==> src/rtl/bus_demux.sv <==
`default_nettype none
// ============================================================================
// Module      : bus_demux (with bus_demux_pkg and bus_demux_fifo)
// Description : Routes a valid/ready input stream to one of two output ports.
//               Each port buffers words in its own 2-entry FIFO, so the two
//               destinations drain independently and never block each other
//               except through the shared input handshake.
// Ports       : clk, rst_n                  - clock, async active-low reset
//               in_data/in_sel/in_valid     - upstream word, destination, valid
//               in_ready                    - selected FIFO not full
//               outN_data/outN_valid        - head word of port N
//               outN_ready                  - downstream of port N pops head
//               outN_count                  - occupancy of port N (0..2)
// Revision    : 1.0 - initial release
// ============================================================================

// Shared parameter set: every block and bench that needs the bus width
// takes it from here so the value lives in exactly one place.
package bus_demux_pkg;
    localparam int DATA_BUS_WIDTH = 8;
endpackage

// ----------------------------------------------------------------------------
// bus_demux_fifo: 2-entry FIFO with 1-bit pointers and a 2-bit occupancy.
// ----------------------------------------------------------------------------
module bus_demux_fifo #(
    parameter int WIDTH = 8
) (
    input  logic             clk,
    input  logic             rst_n,
    input  logic             push,
    input  logic [WIDTH-1:0] push_data,
    input  logic             pop_ready,
    output logic [WIDTH-1:0] head_data,
    output logic             head_valid,
    output logic [1:0]       count,
    output logic             full
);
    logic [1:0][WIDTH-1:0] r_mem;
    logic                  r_wr_ptr;
    logic                  r_rd_ptr;
    logic [1:0]            r_count;

    logic                  w_pop;
    logic                  w_push;
    logic                  w_head_ptr;

    assign full       = (r_count == 2'd2);
    assign head_valid = (r_count != 2'd0);
    assign count      = r_count;

    // A pop on an empty FIFO is meaningless and must not move the pointer.
    assign w_pop  = head_valid & pop_ready;
    // A full FIFO never takes a word, even if it pops in the same cycle.
    assign w_push = push & ~full;

    // When empty, point at the slot that was popped last so the visible data
    // keeps the last head word instead of exposing a stale slot. Nothing can
    // overwrite that slot while the FIFO stays empty.
    assign w_head_ptr = head_valid ? r_rd_ptr : (r_rd_ptr - 1'b1);
    assign head_data  = r_mem[w_head_ptr];

    always_ff @(posedge clk or negedge rst_n) begin
        if (!rst_n) begin
            r_mem    <= '0;
            r_wr_ptr <= 1'b0;
            r_rd_ptr <= 1'b0;
            r_count  <= 2'd0;
        end else begin
            if (w_push) begin
                r_mem[r_wr_ptr] <= push_data;
                r_wr_ptr        <= r_wr_ptr + 1'b1;
            end
            if (w_pop) begin
                r_rd_ptr <= r_rd_ptr + 1'b1;
            end
            case ({w_push, w_pop})
                2'b10:   r_count <= r_count + 2'd1;
                2'b01:   r_count <= r_count - 2'd1;
                default: r_count <= r_count;
            endcase
        end
    end
endmodule

// ----------------------------------------------------------------------------
// bus_demux: top level
// ----------------------------------------------------------------------------
module bus_demux #(
    parameter int DATA_BUS_WIDTH = bus_demux_pkg::DATA_BUS_WIDTH
) (
    input  logic                      clk,
    input  logic                      rst_n,
    input  logic [DATA_BUS_WIDTH-1:0] in_data,
    input  logic                      in_sel,
    input  logic                      in_valid,
    output logic                      in_ready,
    output logic [DATA_BUS_WIDTH-1:0] out0_data,
    output logic                      out0_valid,
    input  logic                      out0_ready,
    output logic [1:0]                out0_count,
    output logic [DATA_BUS_WIDTH-1:0] out1_data,
    output logic                      out1_valid,
    input  logic                      out1_ready,
    output logic [1:0]                out1_count
);
    localparam int C_PORTS = 2;

    logic [C_PORTS-1:0]                     w_push;
    logic [C_PORTS-1:0]                     w_pop_ready;
    logic [C_PORTS-1:0][DATA_BUS_WIDTH-1:0] w_head;
    logic [C_PORTS-1:0]                     w_valid;
    logic [C_PORTS-1:0][1:0]                w_count;
    logic [C_PORTS-1:0]                     w_full;
    logic                                   w_accept;

    // Readiness depends only on the addressed FIFO's fullness so it never
    // waits on in_valid or on the other port's state.
    assign in_ready = in_sel ? ~w_full[1] : ~w_full[0];
    assign w_accept = in_valid & in_ready;

    assign w_push      = {w_accept & in_sel, w_accept & ~in_sel};
    assign w_pop_ready = {out1_ready, out0_ready};

    generate
        for (genvar n = 0; n < C_PORTS; n++) begin : g_port
            bus_demux_fifo #(
                .WIDTH (DATA_BUS_WIDTH)
            ) u_fifo (
                .clk        (clk),
                .rst_n      (rst_n),
                .push       (w_push[n]),
                .push_data  (in_data),
                .pop_ready  (w_pop_ready[n]),
                .head_data  (w_head[n]),
                .head_valid (w_valid[n]),
                .count      (w_count[n]),
                .full       (w_full[n])
            );
        end
    endgenerate

    assign out0_data  = w_head[0];
    assign out0_valid = w_valid[0];
    assign out0_count = w_count[0];
    assign out1_data  = w_head[1];
    assign out1_valid = w_valid[1];
    assign out1_count = w_count[1];
endmodule

`default_nettype wire

==> config.mk <==
export PLATFORM = sky130hd
export DESIGN_NAME = bus_demux
export DESIGN_NICKNAME = d
export VERILOG_FILES = /design/src/rtl/bus_demux.sv
export SDC_FILE = /design/constraint.sdc
export NUM_CORES = 1
export LEC_CHECK = 0
export CAP_MARGIN = 5
export CELL_PAD_IN_SITES_DETAIL_PLACEMENT = 1
export CELL_PAD_IN_SITES_GLOBAL_PLACEMENT = 1
export CORE_AREA = 2 2 83 85
export CTS_CLUSTER_DIAMETER = 200
export CTS_CLUSTER_SIZE = 12
export DETAILED_ROUTE_END_ITERATION = 6
export DIE_AREA = 0 0 85 87
export DONT_BUFFER_PORTS = 1
export MAX_ROUTING_LAYER = met4
export PLACE_DENSITY = 0.51
export SYNTH_ARGS = -nofsm -noshare
export SYNTH_HDL_FRONTEND = slang
export SYNTH_SLANG_ARGS = --single-unit
==> constraint.sdc <==
create_clock -name clk -period 4.3 [get_ports clk]
set_input_delay 0.43 -clock clk [delete_from_list [all_inputs] [get_ports clk]]
set_output_delay 0.43 -clock clk [all_outputs]
set_load 0.03 [all_outputs]
# --- After elaboration in Yosys (flattened, before gate mapping) ---
# Index checks and enable logic that the tools add are counted.
op_classes:
  addsub: 10
  order_cmp: 6
  n_eq_ne: 6
  n_mux: 15
  bitwise: 10
  reduce_logical: 6
ops:
  columns: ["operator", "n"]
  rows:
  - ["8-bit two-way mux", 6]
  - ["16-bit bitwise mux", 2]
  - ["8-bit demux with 1-bit select", 2]
  - ["2-bit equality test (second input constant)", 4]
  - ["1-bit by 2-bit less-than comparator with 1-bit output (second input constant)", 4]
  - ["2-bit one-hot mux with 2 select lines", 2]
  - ["2-bit nonzero test", 4]
  - ["1-bit bitwise AND", 7]
  - ["1-bit adder (second input constant)", 4]
  - ["2-bit by 1-bit adder with 2-bit output (second input constant)", 2]
  - ["2-bit by 1-bit equality test with 1-bit output (second input constant)", 2]
  - ["2-bit by 1-bit subtractor with 2-bit output (second input constant)", 2]
  - ["1-bit two-way mux", 3]
  - ["1-bit inverter", 3]
  - ["1-bit >= comparator (second input constant)", 2]
  - ["1-bit logical AND", 2]
  - ["1-bit subtractor (second input constant)", 2]
word_totals:
  reg_bits: 40
  in_bits: 14
  output_inout_bits: 23

# --- Depth between registers and ports, before layout ---
# Gate-level depths: netlist of run 1.
depth:
  ltp_word: 8
  depth_mapped: 6

# --- Hierarchy ---
# A second synthesis of run 1 with hierarchy kept.
unflattened:
  cells_unflattened: 123
  area_unflattened_um2: 1860.5
modules_own_cells:
  columns: ["module", "instances", "cells_each", "area_each_um2"]
  rows:
  - ["bus_demux_fifo", 2, 60, 917.1]
  - ["bus_demux", 1, 3, 26.3]

# --- Least setup slack after synthesis of run 1 ---
# No wires, ideal clock.
synth_timing:
  path_type: "reg-to-output"
  start: "register g_port[1].u_fifo.r_count[0]"
  end: "output out1_data[5]"
  t_arrival_ns: 1.787
  setup_slack_ns: 2.083
  path_stages_with_launch: 4
  cell_sequence: "dfrtp_1 or2_2 xor2_2 mux2_1"
synth_via:
  elab_chain_len: 4
synth_lines:
  columns: ["item", "line", "text"]
  rows:
  - ["start: declaration", "42", "logic [1:0] r_count;"]
  - ["start signal: assignment", "78", "2'b10: r_count <= r_count + 2'd1;"]
  - ["start signal: assignment", "79", "2'b01: r_count <= r_count - 2'd1;"]
  - ["start signal: assignment", "80", "default: r_count <= r_count;"]
  - ["2-bit nonzero test", "49", "assign head_valid = (r_count != 2'd0);"]
  - ["named net out1_valid", "103", "output logic out1_valid,"]
  - ["1-bit two-way mux", "60", "assign w_head_ptr = head_valid ? r_rd_ptr : (r_rd_ptr - 1'b1);"]
  - ["8-bit two-way mux (implied by the code) (2 in a row)", "61", "assign head_data = r_mem[w_head_ptr];"]
  - ["end: declaration", "102", "output logic [DATA_BUS_WIDTH-1:0] out1_data,"]
# The timed path passes the listed nets, and every way through them passes these cells. The select of a mux whose other input is x is not followed.

# --- Worst setup path after layout of run 1 ---
# Ends and elaborated chain as after synthesis.

==> results, run 1 <==
- The flow ran to the end, and the final reports show no timing, DRC or antenna violations.
- Across every metal layer, demand over resource in global routing totals 0.119.
- For this run, the leading register cell type out of synthesis is sky130_fd_sc_hd__dfrtp_1.
- The critical path goes through or2_2 -> xor2_2 -> mux2_1.
- The routed design could run at a clock period as short as approximately 2.8 ns.
- Compared with the post-synthesis result, the final layout area differs by 11.5%.
- Once layout is done, the placed cells without fillers occupy 0.00210 mm².
- The tool flagged a number of max-cap violations equal to 0.
- The most common cell in the synthesized netlist is sky130_fd_sc_hd__dfrtp_1.
- After clock tree synthesis, the flow added hold-fix buffers numbering 2.
- Along the worst path, the maximum fanout reaches 8.
- The final-report setup violation count is 0.
- The cell type with the highest aggregate area in the netlist is sky130_fd_sc_hd__dfrtp_1.
- Based on the critical path, the design can be clocked at up to 0.361 GHz.
- The maximum level of the CTS H-tree is 2.
- The final layout contains 147 nets.
- STA puts the critical path data arrival time at 2.34 ns.
- Clock-pin slew was measured on the worst setup and hold paths at 0.08 ns.
- The number of hold-slack violations in the final timing report is 0.
- The share of the cycle needed by the critical path after routing is 0.644.
- The net count after synthesis is 139.
- The number of flops mapped to enable cells by yosys is 0.
- The number of cells on the worst hold path is 1.
- The via count is 1,014.
- Sorting the synthesized cells by how often they occur yields sky130_fd_sc_hd__dfrtp_1, sky130_fd_sc_hd__mux2_2, sky130_fd_sc_hd__mux2_1, sky130_fd_sc_hd__mux2_4, sky130_fd_sc_hd__xnor2_1.
- The average cell area after synthesis is about 15 µm².
- The total die area is 0.00740 mm².
- For this design, the sink count on the clock tree is 40.
- The worst register-to-register path ends at g_port[0].u_fifo.count[1].
- In the synthesized netlist, the number of instances is 123.
- The routed via count divided by cell count is 4.78.
- In the final layout, the share of cells above drive strength 1 is 0.432.
- Counting cells, the worst reg-to-reg path comes to 6.
- The biggest cell delay along the critical path is 0.55 ns.
- The portion of the post-synthesis area used by sequential elements is 0.531.
- The CTS buffer count is 5.
- By area the synthesized netlist is led by sky130_fd_sc_hd__dfrtp_1, sky130_fd_sc_hd__mux2_2, sky130_fd_sc_hd__mux2_4, sky130_fd_sc_hd__mux2_1, sky130_fd_sc_hd__xnor2_1.
- In this run the tightest slew margin relative to its limit is 0.567.
- The clock passes through at most 2 buffers.
- From left edge to right edge, the die measures 85 µm.
- The port buffer count is 0.
- The floorplan step defined a core boundary enclosing roughly 0.0066 mm².
- The total setup buffers inserted after CTS is 0.
- The worst register-to-register path begins at g_port[0].u_fifo.count[0].
- The met1 capacity usage during global routing is 0.140.
- The kind of critical path is flip-flop to output pin.
- The mapped netlist covers between 0.0015 and 0.002 mm².
- The die is 87 µm tall.
- Between clock sinks in the finished design, the worst skew comes to approximately 0.0050 ns.
- The HPWL after detailed placement is 2720 µm.
- The hold path startpoint is in_data[1].
- After detailed routing, the average wire length per cell comes to 18.3 µm.
- Global routing finished with a remaining overflow of 0.
- The global-route wire length before repair is 6420 µm.
- For this design, the slowest cell found on the critical path is sky130_fd_sc_hd__dfrtp_1.
- The number of antenna violations at the first check in global routing is 0.
- The TritonCTS clock tree is done.
- Counting flops with an async set or reset pin after synthesis yields a share of 1.00.
- The repair_antennas step left the layout with diodes totalling 0.
- The standard-cell row count is 30.
- The number of primary I/O pins is 37.
- After detailed placement, the total cell area comes to 0.00197 mm².
- Once the clock tree was built, the resizer swapped 0 gates to a different size.
- For this run, global-route usage on met2 was measured as 0.183.
- Of the post-synthesis cell area, the dominant cell type holds 0.531.
- The final RePlAce weighted congestion is 0.644.
- After detailed routing, the total wire length is 3870 µm.
- The category of the worst setup path launch point is a flip-flop.
- The number of filler cells placed in the layout is 679.
- The synthesized flop and latch total is 40.
- The CTS root buffer is sky130_fd_sc_hd__clkbuf_8.
- The accumulated negative setup slack is 0 ns.
- The number of warning messages in the yosys log is 0.
- Setup repair after global routing left no endpoint under its margin.
- In the global route stage, met3 resource usage came out at 0.0493.
- The global routing's busiest layer is met2.
- The initial standard-cell utilization of the core is 0.287.
- The sort of element at the end of the critical path is an output pin.
- The detailed router finished its first iteration with 28 violations.
- After synthesis, the netlist uses 23 different library cells.
- The worst hold path terminates at g_port[1].u_fifo.r_mem[1].
- The via count of the first global-routing pass is between 1,000 and 1,500.
- The min-delay analysis places its worst path in the category input pin to flip-flop.
- The pin count of the biggest net entering global routing is 41.
- The post-route DRC violation count is 0.
- The slew at the pin closest to its max-slew limit is 0.651 ns.
- The max-slew violation total from the final report was 0.
- The clock network latency to the later pin of the worst-skew pair is 0.29 ns.
- Setup slack on the worst reg-to-reg path comes out at 2.31 ns.
- In this run the remaining antenna-violating nets after routing total 0.
- For this run, the detailed router's first-pass iteration total came to 2.
- Data on the critical path is required at its endpoint by 3.87 ns.
[cell usage in the layout (no fill, tap or decap), types with 2 or more instances in the layout]
cell,Yosys,final
sky130_fd_sc_hd__nor2_1,3,3
sky130_fd_sc_hd__clkinvlp_4,0,2
sky130_fd_sc_hd__dfrtp_1,40,40
sky130_fd_sc_hd__mux2_1,8,8
sky130_fd_sc_hd__ha_1,2,2
sky130_fd_sc_hd__xor2_1,4,4
sky130_fd_sc_hd__xnor2_1,6,6
sky130_fd_sc_hd__or2_2,2,2
sky130_fd_sc_hd__clkbuf_8,0,6
sky130_fd_sc_hd__mux2_2,32,32
sky130_fd_sc_hd__mux2_4,8,8
sky130_fd_sc_hd__nor3_4,2,2
sky130_fd_sc_hd__and2_1,2,2
sky130_fd_sc_hd__nand2b_1,3,3
[worst max path at each step]
| stage | from | end | slack [ns] | cells after the start |
|---|---|---|---|---|
| 2_1_floorplan | g_port[1].u_fifo.count[0] | out1_data[5] | 2.08 | 3 |
| 3_3_place_gp | g_port[1].u_fifo.count[0] | out1_data[5] | 1.81 | 3 |
| 3_5_place_dp | g_port[1].u_fifo.count[0] | out1_data[5] | 1.82 | 3 |
| 4_1_cts | g_port[1].u_fifo.count[0] | out1_data[5] | 1.48 | 3 |
| 5_1_grt | g_port[1].u_fifo.count[0] | out1_data[5] | 1.42 | 3 |
| 6_report | g_port[1].u_fifo.count[0] | out1_data[5] | 1.53 | 3 |
[flip-flops by register name (all words and copies together) (netlist names)]
signal and flops:
g_port.u_fifo.count 4, g_port.u_fifo.r_mem 32, g_port.u_fifo.r_rd_ptr 2, g_port.u_fifo.r_wr_ptr 2
[critical path: cells and delay by family, from the launching register on]
| family | cells | cell delay (ns) |
|---|---|---|
| xor+xnor | 1 | 0.51 |
| flops | 1 | 0.55 |
| mux | 1 | 0.52 |
| simple gates | 1 | 0.47 |
[cell type report]
cell class | instances | area, µm² | area share
Clock inverter | 2 | 15.0 | 0.00715
Timing Repair Buffer | 2 | 30.0 | 0.0143
Multi-Input combinational cell | 82 | 872 | 0.415
Clock buffer | 6 | 82.6 | 0.0393
Sequential cell | 40 | 1000 | 0.476
Tap cell | 80 | 100 | 0.0476
[kinds of logic after synthesis]
| group | share of synthesized area |
|---|---|
| mux | 0.303 |
| flops | 0.531 |
| simple gates | 0.0744 |
| xor+xnor | 0.0697 |
| fa+ha+maj | 0.0133 |
| compound gates | 0.00265 |
| buf+inv | 0.00598 |
[per-stage QoR]
step,instances,hold slack (ns),util,worst slack [ns]
CTS,212,0.250,0.320,1.48
global route,212,0.254,0.320,1.42
global placement,202,0.136,0.300,1.81
floorplan,123,0.134,-,2.08
detailed placement,202,0.135,0.300,1.82
finish,212,0.262,0.320,1.53
[per-layer routing]
layer  part of all wire  up-vias
li1                   -      445
met1               0.43      532
met2               0.49       29
met3              0.068        8
met4              0.016        0
met5                  0        -
Power of run 1 is not shown: default switching activity piles up to over one toggle a cycle in this logic, so the estimate is an artifact.
==> run 2, diff against run 1 <==
==> constraint.sdc (replaced) <==
create_clock -name clk -period 2.55 [get_ports clk]
set_input_delay 0.255 -clock clk [delete_from_list [all_inputs] [get_ports clk]]
set_output_delay 0.255 -clock clk [all_outputs]
set_load 0.03 [all_outputs]
==> results, run 2 (synthesis results as in run 1) <==
- The number of hold-slack violations in the final timing report is 0 (unchanged).
- The leftover overflow at the end of global routing is 0 (unchanged).
- The category of the worst setup path launch point is a flip-flop (unchanged).
- The initial standard-cell utilization of the core is 0.287 (unchanged).
- The register bank with the most flops is g_port.u_fifo.r_mem (unchanged).
- Derived from the worst setup path, the maximum achievable clock frequency is 0.418 GHz.
- The clock period could shrink to 2.39 ns.
- The register area is 0.00100 mm² (unchanged).
- The area of combinational cells with multiple inputs came to 872 µm² (unchanged).
- The maximum level of the CTS H-tree was 2 (unchanged).
- The clock network latency to the later pin of the worst-skew pair is 0.30 ns (was 0.29 ns).
- The count of TritonRoute iterations in the first routing pass is 2 (unchanged).
- The via count is 1,027 (was 1,014).
- The number of maximum-capacitance constraint violations came to 0 (unchanged).
- The final-report setup violation count is 0 (unchanged).
- The accumulated negative setup slack is 0 ns (unchanged).
- The total die area came to 0.00740 mm² (unchanged).
- The max-slew headroom at the worst pin came to 0.558 (was 0.567).
- The kind of cell adding the most delay to the critical path is XOR/XNOR gates (was flip-flops).
- The flip-flop count of the largest register, all copies and words added came to 32 (unchanged).
- The number of antenna cells inserted is 0 (unchanged).
- The number of sinks handled by clock tree synthesis was 40 (unchanged).
- The via count of the first global-routing pass was 1,159 (was 1,198).
- The worst clock skew was 0.00832 ns (was 0.00496 ns).
- The pin count of the biggest net entering global routing is 41 (unchanged).
- The layout net count is 151 (was 147).
- RSZ-0062 raised after global routing: no (unchanged).
- The number of antenna violations at the first check in global routing is 0 (unchanged).
- The worst min-delay path category is input pin to flip-flop (unchanged).
- The layout-stage area growth over the synthesis result is 14.4% (was 11.5%).
- The number of placed cells counting well taps is 206 (was 202).
- The port buffer count was 0 (unchanged).
- The height of the die is 87 µm (unchanged).
- The TritonCTS clock tree was done (unchanged).
- The fraction of layout cells with a size suffix above 1 was 0.449 (was 0.432).
- The standard-cell row count came to 30 (unchanged).
- The sort of element at the end of the critical path was an output pin (unchanged).
- The cell with the biggest individual delay on the critical path is sky130_fd_sc_hd__xor2_2 (was sky130_fd_sc_hd__dfrtp_1).
- The routed length per placed instance is 18.1 µm (was 18.3 µm).
- The post-route DRC violation count is 0 (unchanged).
- The remaining antenna violation count came to 0 (unchanged).
- The total setup buffers inserted after CTS is 0 (unchanged).
- The most frequent standard cell in the layout excluding fill and tap cells is sky130_fd_sc_hd__dfrtp_1 (unchanged).
- The clock transition at the register clock pins on the worst setup and hold paths after CTS is 0.09 ns (was 0.08 ns).
- Chain of cells forming the critical path: or2_2 -> xor2_2 -> mux2_1 (unchanged).
- The count of non-filler cells in the finished layout was 216 (was 212).
- The final RePlAce weighted congestion is 0.669 (was 0.644).
- The kind of critical path is flip-flop to output pin (unchanged).
- The instance area at placement is 0.00200 mm² (was 0.00197 mm²).
- The CTS root buffer is sky130_fd_sc_hd__clkbuf_8 (unchanged).
- The number of filler cells placed in the layout was 681 (was 679).
- The biggest cell delay along the critical path was 0.52 ns (was 0.55 ns).
- The routed wire length is 3910 µm (was 3870 µm).
- The final non-filler cell area was 0.00216 mm² (was 0.00210 mm²).
- The number of primary I/O pins came to 37 (unchanged).
- The required time at the endpoint of the critical path is 2.30 ns (was 3.87 ns).
- The slew at the pin closest to its max-slew limit is 0.665 ns (was 0.651 ns).
- The global-route wire length before repair is 6220 µm (was 6420 µm).
- The worst endpoint data arrival time is 2.14 ns (was 2.34 ns).
- The HPWL after detailed placement came to 2670 µm (was 2720 µm).
- The number of buffers and inverters on the critical path is 0 (unchanged).
- The core box area came to 0.00657 mm² (unchanged).
- The chip width is 85 µm (unchanged).
- The maximum root-to-sink buffer count is 2 (unchanged).
- The max-slew violation total from the final report came to 0 (unchanged).
- The overall routing resource usage was 0.116 (was 0.119).
- Commonest cells after routing, fill and taps aside: sky130_fd_sc_hd__dfrtp_1, sky130_fd_sc_hd__mux2_2, sky130_fd_sc_hd__mux2_1, sky130_fd_sc_hd__mux2_4, sky130_fd_sc_hd__xnor2_1 (was sky130_fd_sc_hd__dfrtp_1, sky130_fd_sc_hd__mux2_2, sky130_fd_sc_hd__mux2_1, sky130_fd_sc_hd__mux2_4).
- Of the available clock period, the critical path in the final layout requires 0.938.
- The CTS buffer count is 5 (unchanged).
- Result of the run: complete, no violations (unchanged).
- The routed via count divided by cell count is 4.75 (was 4.78).
- The DRC marker count from the first detailed-route iteration is 36 (was 28).
- The maximum fanout along the worst path is 8 (unchanged).
## run 2: changes by cell type in the layout (fill, tap and decap cells not counted), sizes merged
| cell | before | now |
|---|---|---|
| inv | 0 | 1 |
| clkbuf | 6 | 5 |
| clkinvlp | 2 | 1 |
| bufinv | 0 | 1 |
| buf | 1 | 5 |
## run 2: worst paths after layout
check,start,end,slack (ns),depth (start not counted)
hold reg to reg,g_port[0].u_fifo.r_mem[7],g_port[0].u_fifo.r_mem[7],0.50,1
max in group asynchronous,rst_n,g_port[0].u_fifo.count[0],1.90,2
hold / removal,in_data[1],g_port[1].u_fifo.r_mem[1],0.1,1
setup reg to reg,g_port[0].u_fifo.count[1],g_port[0].u_fifo.r_mem[13],0.64,4
setup / recovery,g_port[1].u_fifo.count[1],out1_data[5],0.16,3
min in group asynchronous,rst_n,g_port[1].u_fifo.r_mem[15],0.45,2
## run 2: routing by layer
| metal | global-route usage | up-vias | share of wire |
|---|---|---|---|
| met5 | - | - | 0 |
| met4 | 0.0433 | 0 | 0.010 |
| met3 | 0.0483 | 4 | 0.070 |
| met2 | 0.183 | 29 | 0.49 |
| met1 | 0.133 | 541 | 0.43 |
| li1 | - | 453 | - |
## run 2: what timing repair did
item,in CTS,in global routing
hold buffers,2,0
resized for setup,0,0
endpoints found under the hold margin,40,0
## run 2: layout make-up
class,count,area share
Sequential cell,40,0.464
Clock inverter,3,0.0215
Multi-Input combinational cell,82,0.405
Tap cell,80,0.0464
Timing Repair Buffer,6,0.0313
Clock buffer,5,0.0319
## run 2: metrics by stage
stage               hold slack (ns)  worst slack, ns   util
floorplan                   -0.0406            0.508      -
global placement            -0.0393            0.450  0.305
detailed placement          -0.0390            0.471  0.305
CTS                          0.0853            0.128  0.328
global route                 0.0728           0.0591  0.328
finish                       0.0961            0.159  0.328
Power of run 2 is left out for the same reason.
